[src/rtl/writeback_unit_pkg.sv]
// Shared definitions for the writeback unit: datapath width, register
// address width, writeback source select codes and load funct3 codes.
package writeback_unit_pkg;

  localparam int unsigned XLEN       = 32;
  localparam int unsigned REG_ADDR_W = 5;

  typedef enum logic [1:0] {
    WB_SEL_ALU  = 2'b00,
    WB_SEL_LOAD = 2'b01,
    WB_SEL_PC4  = 2'b10,
    WB_SEL_RSVD = 2'b11
  } wb_sel_e;

  typedef enum logic [2:0] {
    LB  = 3'b000,
    LH  = 3'b001,
    LW  = 3'b010,
    LBU = 3'b100,
    LHU = 3'b101
  } load_funct3_e;

endpackage

[src/rtl/writeback_unit_load_align.sv]
// load_align: formats a raw aligned memory word into the loaded value.
// Ports:
//   load_data  raw aligned word from data memory
//   addr_lo    byte offset of the load address
//   funct3     load type (LB/LH/LW/LBU/LHU, others take the word)
//   result     sign/zero-extended loaded value
module load_align #(
  parameter int unsigned XLEN = 32
) (
  input  logic [XLEN-1:0] load_data,
  input  logic [1:0]      addr_lo,
  input  logic [2:0]      funct3,
  output logic [XLEN-1:0] result
);
  import writeback_unit_pkg::*;

  logic [7:0]  byte_sel;
  logic [15:0] half_sel;

  always_comb begin
    byte_sel = '0;
    case (addr_lo)
      2'd0:    byte_sel = load_data[7:0];
      2'd1:    byte_sel = load_data[15:8];
      2'd2:    byte_sel = load_data[23:16];
      default: byte_sel = load_data[31:24];
    endcase
    // Misaligned halfword accesses simply use the half picked by addr_lo[1].
    half_sel = addr_lo[1] ? load_data[31:16] : load_data[15:0];
  end

  always_comb begin
    result = load_data;
    case (funct3)
      LB:      result = {{(XLEN-8){byte_sel[7]}}, byte_sel};
      LH:      result = {{(XLEN-16){half_sel[15]}}, half_sel};
      LBU:     result = {{(XLEN-8){1'b0}}, byte_sel};
      LHU:     result = {{(XLEN-16){1'b0}}, half_sel};
      default: result = load_data;
    endcase
  end

endmodule

[src/rtl/writeback_unit.sv]
// writeback_unit: register-file write port driver plus pending-write
// scoreboard for decode RAW hazard stalls.
// Ports:
//   clk, rst                 clock, synchronous active-high reset
//   mem_*                    MEM-stage result and writeback source select
//   id_*                     decode-stage issue request and source/dest regs
//   stall                    combinational decode stall
//   wb_we, wb_rd, wb_data    register-file write port (1-cycle latency)
//   fwd_valid/rd/data        copy of the write port for EX bypass
module writeback_unit #(
  parameter int unsigned XLEN  = 32,
  parameter int unsigned NREG  = 32,
  parameter int unsigned CNT_W = 2
) (
  input  logic            clk,
  input  logic            rst,
  input  logic            mem_valid,
  input  logic            mem_reg_write,
  input  logic [4:0]      mem_rd,
  input  logic [1:0]      mem_wb_sel,
  input  logic [XLEN-1:0] mem_alu_result,
  input  logic [XLEN-1:0] mem_load_data,
  input  logic [1:0]      mem_addr_lo,
  input  logic [2:0]      mem_funct3,
  input  logic [XLEN-1:0] mem_pc_plus4,
  input  logic            id_issue,
  input  logic            id_reg_write,
  input  logic [4:0]      id_rd,
  input  logic [4:0]      id_rs1,
  input  logic [4:0]      id_rs2,
  input  logic            id_use_rs1,
  input  logic            id_use_rs2,
  output logic            stall,
  output logic            wb_we,
  output logic [4:0]      wb_rd,
  output logic [XLEN-1:0] wb_data,
  output logic            fwd_valid,
  output logic [4:0]      fwd_rd,
  output logic [XLEN-1:0] fwd_data
);
  import writeback_unit_pkg::*;

  localparam logic [CNT_W-1:0] CNT_MAX = '1;

  logic [XLEN-1:0]  load_val;
  logic [XLEN-1:0]  wb_src;
  logic [CNT_W-1:0] cnt [NREG];
  logic             sb_inc;

  load_align #(.XLEN(XLEN)) u_load_align (
    .load_data (mem_load_data),
    .addr_lo   (mem_addr_lo),
    .funct3    (mem_funct3),
    .result    (load_val)
  );

  always_comb begin
    wb_src = mem_alu_result;
    case (wb_sel_e'(mem_wb_sel))
      WB_SEL_LOAD: wb_src = load_val;
      WB_SEL_PC4:  wb_src = mem_pc_plus4;
      default:     wb_src = mem_alu_result;
    endcase
  end

  always_ff @(posedge clk) begin
    if (rst) begin
      wb_we   <= 1'b0;
      wb_rd   <= '0;
      wb_data <= '0;
    end else begin
      wb_we   <= mem_valid & mem_reg_write & (mem_rd != '0);
      wb_rd   <= mem_rd;
      wb_data <= wb_src;
    end
  end

  assign fwd_valid = wb_we;
  assign fwd_rd    = wb_rd;
  assign fwd_data  = wb_data;

  always_comb begin
    stall = (id_use_rs1 & (id_rs1 != '0) & (cnt[id_rs1] != '0))
          | (id_use_rs2 & (id_rs2 != '0) & (cnt[id_rs2] != '0))
          | (id_reg_write & (id_rd != '0) & (cnt[id_rd] == CNT_MAX));
  end

  assign sb_inc = id_issue & ~stall & id_reg_write & (id_rd != '0);

  // Increment and decrement of the same register cancel; a decrement on an
  // empty counter holds at zero rather than wrapping.
  always_ff @(posedge clk) begin
    for (int unsigned r = 0; r < NREG; r++) begin
      if (rst || r == 0) begin
        cnt[r] <= '0;
      end else begin
        if (sb_inc && id_rd == REG_ADDR_W'(r) && !(wb_we && wb_rd == REG_ADDR_W'(r)))
          cnt[r] <= cnt[r] + 1'b1;
        else if (wb_we && wb_rd == REG_ADDR_W'(r) && !(sb_inc && id_rd == REG_ADDR_W'(r))
                 && cnt[r] != '0)
          cnt[r] <= cnt[r] - 1'b1;
      end
    end
  end

  a_no_underflow: assert property (@(posedge clk) disable iff (rst)
    (wb_we && !(sb_inc && id_rd == wb_rd)) |-> (cnt[wb_rd] != '0));

endmodule

[config.mk]
export PLATFORM = sky130hd
export DESIGN_NAME = writeback_unit
export DESIGN_NICKNAME = d
export VERILOG_FILES = /design/src/rtl/writeback_unit_pkg.sv /design/src/rtl/writeback_unit_load_align.sv /design/src/rtl/writeback_unit.sv
export SDC_FILE = /design/constraint.sdc
export NUM_CORES = 1
export LEC_CHECK = 0
export CAP_MARGIN = 20
export CORE_ASPECT_RATIO = 1.5
export CORE_MARGIN = 2
export CORE_UTILIZATION = 25
export DETAILED_ROUTE_END_ITERATION = 7
export SLEW_MARGIN = 25
export SYNTH_ARGS = -nofsm -noshare
export SYNTH_HDL_FRONTEND = slang
export SYNTH_SLANG_ARGS = --single-unit
[constraint.sdc]
create_clock -name clk -period 2.72 [get_ports clk]
set_input_delay 0.408 -clock clk [delete_from_list [all_inputs] [get_ports clk]]
set_output_delay 0.408 -clock clk [all_outputs]
set_load 0.005 [all_outputs]
==> reports/qor.csv <==
metric;value;unit
post_dp_cell_area;12000;um2
ys_types;83;
max_cap_viol_count;0;
slew_headroom;55.6;%
io_buffers;207;
drt_iter0_drc;671;
cpMaxStageDelayCell;o41a_1;
antenna_found_initial;0;
grt_max_degree;40;
clk_latency;380;ps
remaining_drc_errors;0;
fin_util;41.1;%
ys_ff_latch;100;
final_hold_viol_count;0;
track_usage;21.7;%
clock.fmax;334;MHz
pwr-share-comb;33.3;%
switching_power;1.55;mW
slew_viol_final;0;
crit_type;flip-flop to flip-flop;
worst_pin_slew;663;ps
vias_per_cell;5.41;
n_antenna_cell;0;
synthesis.nets;1197;
design_area;13700;um2
first_pass_iters;7;
p_int;3.35;mW
core;33300;um2
start_kind;flip-flop;
yosys_warnings;0;
crit_chain;buf_6, nor3_4, a2111oi_2, o41a_1, o21ai_4, a211oi_4, buf_12, nor3_4, buf_12, a31oi_4, or3_4;
end_kind;flip-flop;
hold_path.class;flip-flop to flip-flop;
clock_power_share;30.8;%
min_period;2990;ps
numCtsBuffers;9;
crit_fanout;5;
route.antenna.remaining_nets;0;
place_ws;-952;ps
wl_per_cell;21.8;um
hpwl;29.6;mm
layout-drive-gt1-share;29.0;%
io_pins;208;
finalSetupTns;-14640;ps
syn_area;8420;um2
cts-root-buf;clkbuf_16;
status;finished, violations left;
max-vdd-ir-drop;0.289;mV
violations;negative setup slack;
grt_pass1_vias;10116;
stdcell_count;1804;
cts_tree;yes;
grt_pass1_wl;57.6;mm
setup_viol;112;
powerDensity;357;nW/um2
rsz0062_at_grt;yes;
cts_num_sinks;100;
dp.cells;1743;
synthArstFlopShare;0;%
fp.dieW;154;um
rows;82;
clock_path_buffers;2;
dieArea;35200;um2
clk_pin_slew;80;ps
synth_cells;1034;
grt_overflow;0;
yosysSeqAreaShare;31.2;%
routabilityCongestion;0.955;
skew;11.9;ps
start_util;25.2;%
final_net_count;1542;
via_count;9753;
cts-htree-levels;3;
die_h;229;um
postCtsHoldBufs;0;
sw_frac_of_total;31.6;%
worstPathRequired;2860;ps
syn_avg_cell_area;8.14;um2
dominantRegCellSynth;edfxtp_1;
setup_ws;-275;ps
seq_power_share;35.9;%
critPathArrivalTime;3140;ps
period_share;110;%
leakage;5.16;nW
worst_path_largest_cell_delay;460;ps
syn_to_final_growth;62.6;%
wirelength;39.3;mm
synth-edff-count;62;
[cells by family after synthesis]
family / Yosys count / synth area share (%)
and+or+nand+nor: 433 / 26.2
AOI/OAI and AO/OA: 245 / 19.8
buffers and inverters: 176 / 10.4
DFF: 100 / 31.2
muxes: 48 / 7.70
adders and majority gates: 32 / 4.76
[layout by cell type (no fill, tap or decap), drive strengths merged, types with 7 or more instances in the layout]
cell type,netlist,routed
a22oi,16,16
o21ai,31,31
nand2,83,83
mux2,11,11
nand4,24,24
o211ai,8,8
o221ai,8,8
a31oi,9,9
nand3,53,54
buf,63,230
mux2i,25,25
a2111oi,7,7
nand2b,24,24
edfxtp,62,62
mux4,12,12
nor3b,8,8
nor2,119,119
dfxtp,38,38
o311ai,9,9
a21oi,94,94
and2,7,7
clkdlybuf4s50,0,197
nor2b,16,16
inv,72,75
o31ai,16,16
clkbuf,41,9
nor3,64,64
ha,32,32
[power groups by stage]
stage / clock network, mW / registers (mW) / logic, mW
floorplan: 0 / 1.77 / 0.615
global placement: 0 / 1.79 / 1.34
detailed placement: 0 / 1.79 / 1.35
CTS: 1.54 / 1.76 / 1.56
global route: 1.58 / 1.76 / 1.72
finish: 1.51 / 1.75 / 1.63
[cell usage after synthesis (4+ instances only)]
cell	instances	share of area [%]
o31ai_2	4	0.59
mux4_2	11	2.9
o21a_1	4	0.36
a311oi_1	6	0.62
clkbuf_1	41	1.8
and3_1	5	0.37
a21oi_1	94	5.6
or4_1	5	0.45
inv_1	70	3.1
o311ai_1	4	0.42
o21ai_1	7	0.42
a31oi_1	9	0.67
nor2_1	118	5.3
nand2b_1	24	1.8
buf_2	12	0.71
mux2i_1	25	3.0
a22oi_1	16	1.4
o21ai_0	23	1.4
nand3_1	50	3.0
dfxtp_1	38	9.0
buf_4	41	3.7
nand2_1	83	3.7
o211ai_1	8	0.71
a211o_1	5	0.52
nor2b_1	16	1.2
a2111o_1	5	0.67
mux2_2	9	1.2
and2_1	6	0.45
nand4_1	24	1.8
edfxtp_1	62	22
o311ai_0	5	0.52
a2111oi_0	6	0.62
nor3b_1	8	0.71
o221ai_1	8	0.83
nor3_1	60	3.6
buf_1	5	0.22
o31ai_1	11	0.98
ha_1	32	4.8
[layout make-up]
| cell class | count | area, um2 |
|---|---|---|
| Clock buffer | 9 | 225 |
| Clock inverter | 7 | 97.6 |
| Fill cell | 3277 | 19700 |
| Inverter | 72 | 270 |
| Multi-Input combinational cell | 759 | 5750 |
| Sequential cell | 100 | 2620 |
| Tap cell | 420 | 526 |
| Timing Repair Buffer | 437 | 4200 |
[sequential cells by signal (all words and copies together) (netlist names)]
signal	flops
cnt	62
fwd_data	32
fwd_rd	5
fwd_valid	1
[through the flow]
stage | hold WS (ps) | power [mW]
after global placement | 584 | 3.13
after CTS | 580 | 4.86
final | 600 | 4.89
after global routing | 608 | 5.06
after floorplan | 536 | 2.38
after detailed placement | 585 | 3.14
[timing repair]
action	4_1_cts	5_1_grt
setup buffers	31	14
gates cloned	9	0
setup endpoints to repair	124	124
pin swaps	57	29
resized for setup	147	68
[metal layers]
layer	global-route usage [%]	up-vias	wire (um)
met3	4.46	146	2450
met1	20.5	4646	13000
met4	14.6	0	2780
met5	0	-	0
li1	-	4457	-
met2	41.7	504	21100
[critical path, delay by kind of cell (launching register included)]
family                 cells  cell delay (ps)
flip-flops                 1              430
AO/OA/AOI/OAI              5              930
buffers and inverters      3              500
AND/OR/NAND/NOR            3              890
[path summary, 6_finish.rpt]
check                                 from          to  slack (ps)  depth (start not counted)
worst max register to register  cnt[22][1]  cnt[16][0]        -270                         11
worst min register to register  cnt[26][0]  cnt[26][0]         600                          1
worst min-delay path            cnt[26][0]  cnt[26][0]         600                          1
worst max-delay path            cnt[22][1]  cnt[16][0]        -270                         11
Power figures use the tool's default switching activity.
==> edit: new RTL, config.mk and constraints unchanged <==
`NREG`: 32 -> 16.
--- a/src/rtl/writeback_unit.sv
+++ b/src/rtl/writeback_unit.sv
@@ -9,7 +9,7 @@
 //   fwd_valid/rd/data        copy of the write port for EX bypass
 module writeback_unit #(
   parameter int unsigned XLEN  = 32,
-  parameter int unsigned NREG  = 32,
+  parameter int unsigned NREG  = 16,
   parameter int unsigned CNT_W = 2
 ) (
   input  logic            clk,
Check against the original RTL: not equivalent (a bounded check fails within 4 cycles, from zero or initial values and one cycle with rst high).
==> edit against the original RTL <==
  * Non-clock buffer count is 140 lower
  * Design area is 39% lower
  * Core utilization shrank 0.95 points
  * Power is 32% lower
  * Global-route usage is 3.4 points lower
  * Wire length is 48% lower
  * Clock skew is 0.0052 ns lower
  * Sequential cell count down 32
  * Die area decreased by 37%
  * Synthesized area down 37%
  * Setup slack better by 0.34 ns
  * Critical path type unchanged
  * Critical endpoint is now cnt[4][1]
==> edit: results <==
[yosys]
synth_area_leaders = "edfxtp_1 (17%), dfxtp_1 (14%), a21oi_1 (7.3%)"
syn_nets = 817
synth_compound_area_share_pct = 22.6
synthAdderAreaFrac_pct = 3.80
synth_cell_types = 61
synth_common_cells = "a21oi_1 (77), inv_1 (66), nor2_1 (59)"
synth_top_flop_cell = "dfxtp_1"
seq_area_frac_synth_pct = 31.5

[finish]
nets = 1047
largest_reg_flops = 32
multi_input_gates = 457
multi_input_area_share_pct = 36.6
clkCellAreaFrac_pct = 3.54
drive_gt1_share_pct = 18.0

[worst_setup_path]
r2r-end = "cnt[4][1]"
cpPeakStageDelay_ns = 0.55
rr_worst_depth = 8
rrSetupSlack_ns = 0.07
crit_arrival_ns = 2.70
crit_path_max_fanout = 4

[global_routing]
grt_max_degree = 59
track_usage_pct = 18.4
use_met1_pct = 17.1
grt_pass1_vias = 6025
grt_pass1_wl_um = 31200
grt_use_met3_pct = 3.83
grtUsageMet2_pct = 33.8

[power_and_ir_drop]
leakage_nw = 3.27
p_comb_mw = 0.957
ir_worst_vdd_mv = 0.210

[sta]
maxSlewHeadroom_pct = 47.1
period_share_pct = 97.5

[place]
place.gp.congestion = 0.929
hpwl_um = 16400

[min_path]
hp-start = "cnt[11][0]"
min_to = "cnt[11][0]"

[cts]
cts.sinks = 68

[run_status]
status = "finished clean"

[routing]
dr.pass1.iters = 4
drt_iter0_drc = 239
drt-vias-per-instance = 4.98
-- edit: cell count changes after synthesis, sizes merged, moves of 16 or more --
| cell | unedited run | this run |
|---|---|---|
| a21oi | 94 | 77 |
| a22oi | 16 | 0 |
| edfxtp | 62 | 30 |
| ha | 32 | 16 |
| nand2 | 83 | 49 |
| nand2b | 24 | 6 |
| nand3 | 53 | 23 |
| nor2 | 119 | 59 |
| nor3 | 64 | 26 |
-- edit: kinds of logic (layout without fill, tap and decap cells) --
group,Yosys count,in the layout
and+or+nand+nor,225,225
adders and majority gates,16,16
DFF,68,68
buffers and inverters,145,379
AOI/OAI and AO/OA,190,190
muxes,26,26
-- edit: repair_timing --
| item | 4_1_cts | 5_1_grt |
|---|---|---|
| hold endpoints to repair | 0 | 0 |
| resized for setup | 17 | 40 |
| pin swaps | 4 | 12 |
| endpoints found under the setup margin | 17 | 47 |
| setup buffers | 5 | 6 |
-- edit: worst max path at each step --
stage / to / cells after the start / startpoint
after floorplan: cnt[8][0] / 9 / id_rs1[0]
after global placement: stall / 7 / id_rd[1]
after detailed placement: stall / 7 / id_rd[1]
after CTS: stall / 7 / cnt[12][0]
after global routing: cnt[4][1] / 9 / cnt[13][0]
final: cnt[4][1] / 8 / cnt[12][0]
-- edit: worst max-delay path, delay by kind of cell (launching register included) --
| kind | cells | cell delay (ns) |
|---|---|---|
| AND/OR/NAND/NOR | 3 | 0.77 |
| multiplexers | 1 | 0.55 |
| flip-flops | 1 | 0.52 |
| AO/OA/AOI/OAI | 3 | 0.37 |
| buffers and inverters | 1 | 0.16 |
-- edit: routing by layer --
| metal | vias up | wire (um) |
|---|---|---|
| met5 | - | 0 |
| met4 | 0 | 1490 |
| met3 | 63 | 1070 |
| met2 | 234 | 11000 |
| met1 | 2680 | 6910 |
| li1 | 2855 | - |
